--- src/rtl/layer_sequencer_if.sv ---
// Stream, broadcast and neuron-capture signals of the layer sequencer.
// The slave modport is the sequencer side; master is the environment side.
interface layer_sequencer_if #(
  parameter int numNeuron = 30,
  parameter int dataWidth = 16
);
  logic [dataWidth-1:0]           in_data;
  logic                           in_valid;
  logic                           in_ready;
  logic [dataWidth-1:0]           myInput;
  logic                           myInputValid;
  logic [numNeuron*dataWidth-1:0] neuron_out;
  logic [numNeuron-1:0]           neuron_outvalid;
  logic [dataWidth-1:0]           out_data;
  logic                           out_valid;
  logic                           out_last;
  logic                           out_ready;
  logic                           busy;
  logic                           layer_done;
  logic                           err_proto;
  logic                           err_timeout;

  modport slave (
    input  in_data, in_valid, neuron_out, neuron_outvalid, out_ready,
    output in_ready, myInput, myInputValid, out_data, out_valid, out_last,
           busy, layer_done, err_proto, err_timeout
  );

  modport master (
    output in_data, in_valid, neuron_out, neuron_outvalid, out_ready,
    input  in_ready, myInput, myInputValid, out_data, out_valid, out_last,
           busy, layer_done, err_proto, err_timeout
  );
endinterface

--- src/rtl/layer_sequencer.sv ---
// Fully-connected layer sequencer: streams activations to a neuron bank,
// captures each neuron's result once, then serializes the results downstream.
//
//   state  | meaning
//   IDLE   | ready for the first activation of an inference
//   STREAM | accepting and broadcasting the remaining activations
//   WAIT   | collecting neuron outvalid pulses, bounded by timeoutCycles
//   DRAIN  | emitting captured results in neuron index order
module layer_sequencer #(
  parameter int numNeuron     = 30,
  parameter int numWeight     = 784,
  parameter int dataWidth     = 16,
  parameter int timeoutCycles = 64
) (
  input  logic               clk,
  input  logic               rst,
  layer_sequencer_if.slave   bus
);
  localparam int CNT_W  = $clog2(numWeight + 1);
  localparam int IDX_W  = $clog2(numNeuron);
  localparam int WAIT_W = $clog2(timeoutCycles);
  localparam logic [CNT_W-1:0]  LAST_CNT = CNT_W'(numWeight - 1);
  localparam logic [IDX_W-1:0]  LAST_IDX = IDX_W'(numNeuron - 1);
  localparam logic [WAIT_W-1:0] WAIT_MAX = WAIT_W'(timeoutCycles - 1);

  typedef enum logic [1:0] {S_IDLE, S_STREAM, S_WAIT, S_DRAIN} state_t;

  state_t               state;
  logic [CNT_W-1:0]     in_cnt;
  logic [IDX_W-1:0]     out_idx;
  logic [WAIT_W-1:0]    wait_cnt;
  logic [numNeuron-1:0] flags;
  logic [dataWidth-1:0] buffer [numNeuron];

  logic                 in_ready_r, my_input_valid_r, out_valid_r, out_last_r;
  logic                 busy_r, layer_done_r, err_proto_r, err_timeout_r;
  logic [dataWidth-1:0] my_input_r, out_data_r;

  logic                 in_xfer, last_beat, cap_en, proto_hit, all_flags;
  logic [numNeuron-1:0] new_cap;
  logic [IDX_W-1:0]     idx_nxt;

  // The final input beat opens the capture window on its own edge, so pulses
  // arriving together with the WAIT transition are kept rather than flagged.
  always_comb begin
    in_xfer   = bus.in_valid && in_ready_r;
    last_beat = in_xfer && (in_cnt == LAST_CNT);
    cap_en    = (state == S_WAIT) || last_beat;
    new_cap   = cap_en ? (bus.neuron_outvalid & ~flags) : '0;
    proto_hit = cap_en ? |(bus.neuron_outvalid & flags) : |bus.neuron_outvalid;
    all_flags = &flags;
    idx_nxt   = out_idx + 1'b1;
  end

  always_ff @(posedge clk) begin
    for (int i = 0; i < numNeuron; i++)
      if (new_cap[i]) buffer[i] <= bus.neuron_out[i*dataWidth +: dataWidth];
  end

  always_ff @(posedge clk or posedge rst) begin
    if (rst) begin
      state            <= S_IDLE;
      in_cnt           <= '0;
      out_idx          <= '0;
      wait_cnt         <= '0;
      flags            <= '0;
      in_ready_r       <= 1'b0;
      my_input_r       <= '0;
      my_input_valid_r <= 1'b0;
      out_data_r       <= '0;
      out_valid_r      <= 1'b0;
      out_last_r       <= 1'b0;
      busy_r           <= 1'b0;
      layer_done_r     <= 1'b0;
      err_proto_r      <= 1'b0;
      err_timeout_r    <= 1'b0;
    end else begin
      my_input_valid_r <= in_xfer;
      if (in_xfer) my_input_r <= bus.in_data;
      layer_done_r <= 1'b0;
      flags        <= flags | new_cap;
      if (proto_hit) err_proto_r <= 1'b1;

      case (state)
        S_IDLE, S_STREAM: begin
          in_ready_r <= 1'b1;
          if (in_xfer) begin
            in_cnt <= in_cnt + 1'b1;
            busy_r <= 1'b1;
            if (last_beat) begin
              state      <= S_WAIT;
              in_ready_r <= 1'b0;
            end else begin
              state <= S_STREAM;
            end
          end
        end
        S_WAIT: begin
          if (all_flags) begin
            state       <= S_DRAIN;
            wait_cnt    <= '0;
            in_cnt      <= '0;
            out_idx     <= '0;
            out_data_r  <= buffer[0];
            out_valid_r <= 1'b1;
            out_last_r  <= 1'b0;
          end else if (wait_cnt == WAIT_MAX) begin
            state         <= S_IDLE;
            err_timeout_r <= 1'b1;
            flags         <= '0;
            wait_cnt      <= '0;
            in_cnt        <= '0;
            busy_r        <= 1'b0;
            in_ready_r    <= 1'b1;
          end else begin
            wait_cnt <= wait_cnt + 1'b1;
          end
        end
        S_DRAIN: begin
          if (bus.out_ready) begin
            if (out_last_r) begin
              state        <= S_IDLE;
              layer_done_r <= 1'b1;
              out_idx      <= '0;
              flags        <= '0;
              out_valid_r  <= 1'b0;
              out_last_r   <= 1'b0;
              busy_r       <= 1'b0;
              in_ready_r   <= 1'b1;
            end else begin
              out_idx    <= idx_nxt;
              out_data_r <= buffer[idx_nxt];
              out_last_r <= (idx_nxt == LAST_IDX);
            end
          end
        end
        default: state <= S_IDLE;
      endcase
    end
  end

  assign bus.in_ready     = in_ready_r;
  assign bus.myInput      = my_input_r;
  assign bus.myInputValid = my_input_valid_r;
  assign bus.out_data     = out_data_r;
  assign bus.out_valid    = out_valid_r;
  assign bus.out_last     = out_last_r;
  assign bus.busy         = busy_r;
  assign bus.layer_done   = layer_done_r;
  assign bus.err_proto    = err_proto_r;
  assign bus.err_timeout  = err_timeout_r;
endmodule

--- src/flat_wrapper.sv ---
// flat-port wrapper written by rule: the top's interface ports become plain ports
module layer_sequencer_flat 
#(
  parameter int numNeuron     = 30,
  parameter int numWeight     = 784,
  parameter int dataWidth     = 16,
  parameter int timeoutCycles = 64
)
  (clk, rst, bus_in_data, bus_in_valid, bus_neuron_out, bus_neuron_outvalid, bus_out_ready, bus_in_ready, bus_myInput, bus_myInputValid, bus_out_data, bus_out_valid, bus_out_last, bus_busy, bus_layer_done, bus_err_proto, bus_err_timeout);
  layer_sequencer_if #(.numNeuron(numNeuron), .dataWidth(dataWidth)) bus_i ();
  input  logic clk;
  input  logic rst;
  input wire logic [$bits(bus_i.in_data)-1:0] bus_in_data;
  input wire logic [$bits(bus_i.in_valid)-1:0] bus_in_valid;
  input wire logic [$bits(bus_i.neuron_out)-1:0] bus_neuron_out;
  input wire logic [$bits(bus_i.neuron_outvalid)-1:0] bus_neuron_outvalid;
  input wire logic [$bits(bus_i.out_ready)-1:0] bus_out_ready;
  output wire logic [$bits(bus_i.in_ready)-1:0] bus_in_ready;
  output wire logic [$bits(bus_i.myInput)-1:0] bus_myInput;
  output wire logic [$bits(bus_i.myInputValid)-1:0] bus_myInputValid;
  output wire logic [$bits(bus_i.out_data)-1:0] bus_out_data;
  output wire logic [$bits(bus_i.out_valid)-1:0] bus_out_valid;
  output wire logic [$bits(bus_i.out_last)-1:0] bus_out_last;
  output wire logic [$bits(bus_i.busy)-1:0] bus_busy;
  output wire logic [$bits(bus_i.layer_done)-1:0] bus_layer_done;
  output wire logic [$bits(bus_i.err_proto)-1:0] bus_err_proto;
  output wire logic [$bits(bus_i.err_timeout)-1:0] bus_err_timeout;
  assign bus_i.in_data = bus_in_data;
  assign bus_i.in_valid = bus_in_valid;
  assign bus_i.neuron_out = bus_neuron_out;
  assign bus_i.neuron_outvalid = bus_neuron_outvalid;
  assign bus_i.out_ready = bus_out_ready;
  assign bus_in_ready = bus_i.in_ready;
  assign bus_myInput = bus_i.myInput;
  assign bus_myInputValid = bus_i.myInputValid;
  assign bus_out_data = bus_i.out_data;
  assign bus_out_valid = bus_i.out_valid;
  assign bus_out_last = bus_i.out_last;
  assign bus_busy = bus_i.busy;
  assign bus_layer_done = bus_i.layer_done;
  assign bus_err_proto = bus_i.err_proto;
  assign bus_err_timeout = bus_i.err_timeout;
  layer_sequencer #(.numNeuron(numNeuron), .numWeight(numWeight), .dataWidth(dataWidth), .timeoutCycles(timeoutCycles)) u_core (.clk(clk), .rst(rst), .bus(bus_i));
endmodule
--- config.mk ---
export PLATFORM = sky130hd
export DESIGN_NAME = layer_sequencer_flat
export DESIGN_NICKNAME = d
export VERILOG_FILES = /design/src/rtl/layer_sequencer_if.sv /design/src/rtl/layer_sequencer.sv /design/src/flat_wrapper.sv
export SDC_FILE = /design/constraint.sdc
export NUM_CORES = 1
export LEC_CHECK = 0
export CAP_MARGIN = 20
export CORE_MARGIN = 4
export CORE_UTILIZATION = 25
export CTS_CLUSTER_SIZE = 14
export DETAILED_ROUTE_END_ITERATION = 10
export GPL_TIMING_DRIVEN = 0
export PLACE_DENSITY = 0.57
export SLEW_MARGIN = 20
export SYNTH_ARGS = -nofsm -noshare
export SYNTH_HDL_FRONTEND = slang
export SYNTH_SLANG_ARGS = --single-unit
--- constraint.sdc ---
create_clock -name clk -period 2.8 [get_ports clk]
set_input_delay 0.56 -clock clk [delete_from_list [all_inputs] [get_ports clk]]
set_output_delay 0.56 -clock clk [all_outputs]
set_load 0.005 [all_outputs]
==> results.yml, run 1 <==
sta:
  setup_tns_ps: -38.7
  finalHoldViolCount: 0
  max_freq_mhz: 352
  fin_hold_ws_ps: 299
  rsz0062_at_grt: "true"
  fin_worst_skew_ps: 28.5
  drv_slew: 0
  setup_violations: 1
  fin_crit_ps: 2840
  slew_headroom_pct: 40.6
  period_share_pct: 101
  setup_ws_ps: -38.7
  worst_slew_pin_slew_ps: 868
setup_path:
  cp_data_required_time_ps: 3300
  crit_path_cell_trace: "buf_12 > buf_12 > clkinvlp_4 > ha_4 > buf_12 > buf_16 > buf_12 > buf_8 > mux4_2 > a221oi_4 > or3_1 > a2bb2oi_2"
  cp_top_family: "buffers and inverters"
  worst_path_most_repeated_cell: "buf_12"
  arrival_ps: 3330
  slowest_delay_ps: 490
  worstSetupStartpointType: "flip-flop"
  crit_slowest_cell: "a221oi_4"
  path_class: "flip-flop to flip-flop"
  critPathMaxFanout: 6
  critical_path.n_buffers_inverters: 7
  cp-end-kind: "flip-flop"
clock_network:
  insertion_delay_ps: 610
  cts_buffers: 71
  cts_tree: "built"
  htreeDepth: 3
  clkTransAtPathRegs_ps: 60
  clock-sinks: 573
  cts_root_buf: "clkbuf_16"
  clock_tree.buffer_depth: 3
finish:
  syn_to_final_growth_pct: 50.6
  drive_above_1_share_pct: 21.9
  nFillCells: 8493
  seqCellArea_sq_um: 16700
  multi_input_comb_area_sq_um: 6680
  final_nets: 2657
  fin_cells: 3385
yosys:
  synth_cells: 1419
  ys_seq_area_share_pct: 72.7
  synth_warnings: 0
  synth-seq-cells: 573
  async_flop_share_pct: 16.2
  ys.flop_type: "edfxtp_1"
  syn_avg_cell_area_sq_um: 16.2
  synth_cell_types: 63
  synth_nets: 1953
  synth_edf_count: 480
  netlist_area_sq_um: 23000
drt:
  vias_per_cell: 4.72
  avgRoutedWirePerCell_um: 28.2
  vias: 16000
  drc: 0
  drt-pass1-iter-count: 5
  routed_wl_mm: 95.4
  postRouteAntennaNets: 0
  drtIter0Drc: 1355
global_route:
  grt_first_pass_wirelength_mm: 130
  overflow: 0
  antenna_found_initial: 38
  grt_pass1_vias: 16900
  grt_usage_pct: 19.2
  grt_max_degree: 34
floorplan:
  die_y_um: 311
  core-area_sq_um: 91500
  num_rows: 111
  die_w_um: 311
  start_util_pct: 25.1
  die_area_sq_um: 97000
  boundaryPins: 570
power_and_ir_drop:
  irDropWorstVdd_mv: 0.392
  power_uw: 19900
  cellPowerDensity_nw_per_um2: 575
  p_leak_uw: 0.0114
placement:
  place_hpwl_mm: 74.0
  placed_cells: 3177
  gp_congestion: 0.898
  io_buffers: 569
worst_hold_path:
  hold_path.class: "input port to asynchronous set/reset pin"
outcome:
  violations: "negative setup slack"
  status: "complete, but fails checks"
run:
  cap_violations: 0
[worst paths after layout]
check                                                          end  cells past startpoint                                from  slack, ps
max in group asynchronous       u_core.bus.out_data[2]$_DFFE_PP0P_                      4                                 rst       1800
worst min-delay path             u_core.bus.myInput[8]$_DFFE_PP0P_                      2                                 rst        300
worst max register to register  u_core.bus.out_data[4]$_DFFE_PP0P_                     12       u_core.out_idx[0]$_DFFE_PP0P_        -40
worst min register to register  u_core.bus.err_timeout$_DFFE_PP0P_                      1  u_core.bus.err_timeout$_DFFE_PP0P_        490
min in group clk                u_core.bus.err_timeout$_DFFE_PP0P_                      1  u_core.bus.err_timeout$_DFFE_PP0P_        490
worst max-delay path            u_core.bus.out_data[4]$_DFFE_PP0P_                     12       u_core.out_idx[0]$_DFFE_PP0P_        -40
[worst register-to-register path: cells and delay by family, from the launching register on]
family / cells / cell delay (ps)
simple gates: 1 / 190
buf+inv: 7 / 930
flops: 1 / 400
compound gates: 2 / 540
fa+ha+maj: 1 / 340
mux: 1 / 330
[power by group]
part           leakage (uW)  internal, uW  switching (uW)
sequential          0.00538          9340             109
clock               0.00111          5510            3690
combinational       0.00491           847             427
[logic make-up (layout without fill, tap and decap cells)]
kind of cell    count (synthesis)  count (layout)  synth area share [%]
flops                         573             573                  72.7
simple gates                  443             443                  8.51
compound gates                177             177                  5.72
mux                           130             130                  10.3
buf+inv                        78             836                  1.82
xor+xnor                       14              14                 0.696
fa+ha+maj                       4               4                 0.217
other cells                     0              22                     0
[placed cells by master (no fill, tap or decap), types with 11 or more instances in the layout]
master           netlist  final
a2bb2oi_2             10     11
buf_6                  6     13
a221oi_4               0     12
o21ai_0               16     15
o22ai_1               15     12
nand4_1               14     14
mux2_2                44     44
buf_12                 0     41
edfxtp_1             480    480
nor2_2                 0     13
dfrtp_1               93     90
nor2_4                 0     33
nand3_1               69     61
or3_1                 15     13
mux4_2                81     81
diode_2                0     22
a21oi_1               52     51
buf_4                 12     41
clkbuf_1              23     25
clkdlybuf4s50_1        0    569
clkbuf_16              0     76
nand2_1              179    178
nor2_1               130     84
[per-layer routing]
metal / vias up / share of wire [%] / GRT usage (%)
li1: 6969 / - / -
met1: 8057 / 39 / 23.6
met2: 775 / 49 / 31.8
met3: 150 / 8.8 / 6.18
met4: 30 / 3.1 / 6.67
met5: - / 0.19 / 0
[area by class of cell]
class | instances | share of cell area [%]
flip-flops and latches | 573 | 48.3
repair buffers | 633 | 19.3
multi-input cells | 768 | 19.3
clock buffers | 89 | 5.51
well taps | 1186 | 4.28
plain buffers | 69 | 1.89
clock inverters | 38 | 1.18
diodes | 22 | 0.159
inverters | 7 | 0.0975
[metrics by stage]
stage	worst slack, ps	instance area (sq um)	util [%]
floorplan	86.3	23100	-
global placement	-1880	30300	33.1
detailed placement	-1930	30500	33.3
CTS	-10.5	34300	37.5
global route	-107	34600	37.9
finish	-38.7	34700	37.9
[state kept, by name, summed over array words and instances, names as in the netlist]
| register | cells |
|---|---|
| u_core.flags | 30 |
| u_core.bus.myInputValid | 1 |
| u_core.bus.err_timeout | 1 |
| u_core.bus.myInput | 16 |
| u_core.bus.out_valid | 1 |
| u_core.bus.err_proto | 1 |
| u_core.bus.out_data | 16 |
| u_core.buffer | 480 |
| u_core.wait_cnt | 6 |
| u_core.state | 2 |
| u_core.bus.in_ready | 1 |
| u_core.bus.layer_done | 1 |
| u_core.bus.out_last | 1 |
| u_core.bus.busy | 1 |
| u_core.in_cnt | 10 |
| u_core.out_idx | 5 |
[cells in the mapped netlist, drive strengths merged, types with 2 or more instances]
cell type  instances  area (sq um)
a41oi             15           131
or3               15          93.8
a21oi             55           302
and2               4          25.0
nor2             130           488
a31oi              3          18.8
mux2i              5          50.1
and3               3          18.8
nor2b              3          18.8
o211ai             3          22.5
a2bb2oi           16           203
o31ai              3          22.5
inv                7          26.3
o21bai             2          15.0
edfxtp           480         14400
mux4              81          1820
a221oi            19           166
mux2              44           495
a211oi             4          30.0
dfrtp             93          2330
o21ai             18          93.8
xnor2              7          80.1
nand2            179           672
ha                 4          50.1
nor3               5          25.0
a21o               2          15.0
nand4             14          87.6
nor4               9          86.3
nand3             70           363
clkbuf            23          86.3
xor2               7          80.1
o22ai             15          93.8
nand3b             2          15.0
a22o               6          52.6
buf               48           307
nand2b             3          18.8
or4                2          15.0
a22oi              9          72.6
[repair_timing]
action | 4_1_cts | 5_1_grt
resized for setup | 159 | 38
setup endpoints to repair | 497 | 492
hold buffers | 0 | 0
setup buffers | 46 | 12
cloned | 2 | 1
pin swaps | 51 | 19
No activity file was read; power rests on OpenSTA's default activity.
==> run 2: changes to the inputs <==
- PLACE_DENSITY: 0.57 -> 0.52
- SLEW_MARGIN: 20 -> unset
==> results.yml, run 2 (synthesis gave the netlist of run 1 again) <==
floorplan:
  die_y_um: 311
  num_rows: 111
  die_area_sq_um: 97000
  boundaryPins: 570
  start_util_pct: 25.1
  die_w_um: 311
  core-area_sq_um: 91500
drt:
  drtIter0Drc: 1244
  drc: 0
  avgRoutedWirePerCell_um: 28.4
  postRouteAntennaNets: 0
  drt-pass1-iter-count: 5
  vias: 15900
  vias_per_cell: 4.68
  routed_wl_mm: 96.2
finish:
  drive_above_1_share_pct: 21.7
  syn_to_final_growth_pct: 50.3
  final_cell_mix: "clkdlybuf4s50_1, edfxtp_1, nand2_1"
  largest_reg_flops: 480
  final_common_cell: "clkdlybuf4s50_1"
  fin_cells: 3386
  final_nets: 2668
  top_register: "u_core.buffer"
  top_regs: "u_core.buffer: 480 flops, u_core.flags: 30 flops"
  final_cell_area_sq_um: 34600
sta:
  fin_crit_ps: 2820
  drv_slew: 0
  max_freq_mhz: 355
  fin_worst_skew_ps: 24.3
  worst_slew_pin_slew_ps: 810
  slew_headroom_pct: 46.0
  period_share_pct: 101
  finalHoldViolCount: 0
  rsz0062_at_grt: "true"
  setup_violations: 1
  fin_hold_ws_ps: 479
  setup_ws_ps: -20.8
placement:
  io_buffers: 569
  pre_cts_ws_ps: -1900
  placed_cells: 3199
  place_area_sq_um: 30800
  place_hpwl_mm: 74.7
  gp_congestion: 0.857
outcome:
  status: "complete, but fails checks"
  violations: "negative setup slack"
setup_path:
  slowest_delay_ps: 480
  arrival_ps: 3310
  cp_data_required_time_ps: 3290
  crit_path_cell_trace: "buf_12 > buf_12 > clkinvlp_4 > ha_4 > buf_12 > buf_16 > buf_12 > mux4_2 > a221oi_4 > or3_4 > a2bb2oi_2"
  worstSetupStartpointType: "flip-flop"
  critPathMaxFanout: 9
  critical_path.n_buffers_inverters: 6
  worst_path_most_repeated_cell: "buf_12"
  path_class: "flip-flop to flip-flop"
  crit_slowest_cell: "a221oi_4"
  cp_top_family: "buffers and inverters"
  cp-end-kind: "flip-flop"
run:
  cap_violations: 0
clock_network:
  clock_tree.buffer_depth: 3
  ctsHoldBuffers: 0
  cts_tree: "built"
  cts_buffers: 71
  htreeDepth: 3
  insertion_delay_ps: 630
  cts_root_buf: "clkbuf_16"
  clkTransAtPathRegs_ps: 60
  clock-sinks: 573
global_route:
  grt_first_pass_wirelength_mm: 131
  grt_pass1_vias: 16900
  grt_use_met3_pct: 5.93
  overflow: 0
  grt_max_degree: 34
  grt_usage_pct: 19.4
  busiest_layer: "met2"
  met2_usage_pct: 33.1
  antenna_found_initial: 24
  met1_usage_pct: 23.5
power_and_ir_drop:
  swShare_pct: 21.7
  clockPowerShare_pct: 45.7
  p_leak_uw: 0.0115
  cellPowerDensity_nw_per_um2: 570
  power_frac_seq_pct: 47.9
  power_uw: 19700
  p_comb_share_pct: 6.4
  p_int_uw: 15500
  switchingPower_uw: 4280
  irDropWorstVdd_mv: 0.364
worst_hold_path:
  hold_path.class: "input port to asynchronous set/reset pin"
-- run 2: changes by cell type in the layout (fill, tap and decap cells not counted), sizes merged, moves of 2 or more --
cell	delta
buf	+10
diode	-10
clkinvlp	-3
clkbuf	+2
clkinv	+2
-- run 2: repair_timing --
action / 4_1_cts / 5_1_grt
resized for setup: 166 / 49
buffers inserted: 30 / 19
pin swaps: 33 / 31
cloned: 1 / 0
endpoints found under the setup margin: 497 / 343
-- run 2: layout make-up --
type                            count  area [sq um]
Antenna cell                       12          30.0
Buffer                             69           666
Clock buffer                       90          1850
Clock inverter                     37           395
Fill cell                        8543         56900
Inverter                            7          33.8
Multi-Input combinational cell    768          6610
Sequential cell                   573         16700
Tap cell                         1186          1480
Timing Repair Buffer              644          6790
-- run 2: power by group through the flow --
| stage | sequential, uW | clock (uW) | combinational (uW) |
|---|---|---|---|
| after detailed placement | 9600 | 0 | 1240 |
| after global routing | 9450 | 9650 | 1350 |
| after CTS | 9440 | 9300 | 1280 |
| after floorplan | 9590 | 0 | 251 |
| final | 9450 | 9020 | 1270 |
| after global placement | 9600 | 0 | 1220 |
-- run 2: worst paths after layout --
| kind | endpoint | startpoint | slack (ps) | cells after the start |
|---|---|---|---|---|
| setup / recovery | u_core.bus.out_data[5]$_DFFE_PP0P_ | u_core.out_idx[0]$_DFFE_PP0P_ | -20 | 11 |
| hold / removal | u_core.bus.err_proto$_DFFE_PP0P_ | rst | 480 | 2 |
| setup reg to reg | u_core.bus.out_data[5]$_DFFE_PP0P_ | u_core.out_idx[0]$_DFFE_PP0P_ | -20 | 11 |
| hold reg to reg | u_core.bus.err_timeout$_DFFE_PP0P_ | u_core.bus.err_timeout$_DFFE_PP0P_ | 480 | 1 |
| max in group asynchronous | u_core.bus.out_data[7]$_DFFE_PP0P_ | rst | 1420 | 4 |
| min in group clk | u_core.bus.err_timeout$_DFFE_PP0P_ | u_core.bus.err_timeout$_DFFE_PP0P_ | 480 | 1 |
-- run 2: per-stage QoR --
stage | setup TNS (ps) | util, %
final | -20.8 | 37.8
after global routing | -642 | 37.8
after CTS | -131 | 37.4
after detailed placement | -418730 | 33.6
after global placement | -621900 | 33.1
after floorplan | 0 | -
-- run 2: metal layers --
layer,vias up,wire length (um)
met1,8095,37700
li1,6977,-
met4,14,2340
met3,114,7770
met5,-,76
met2,663,48300
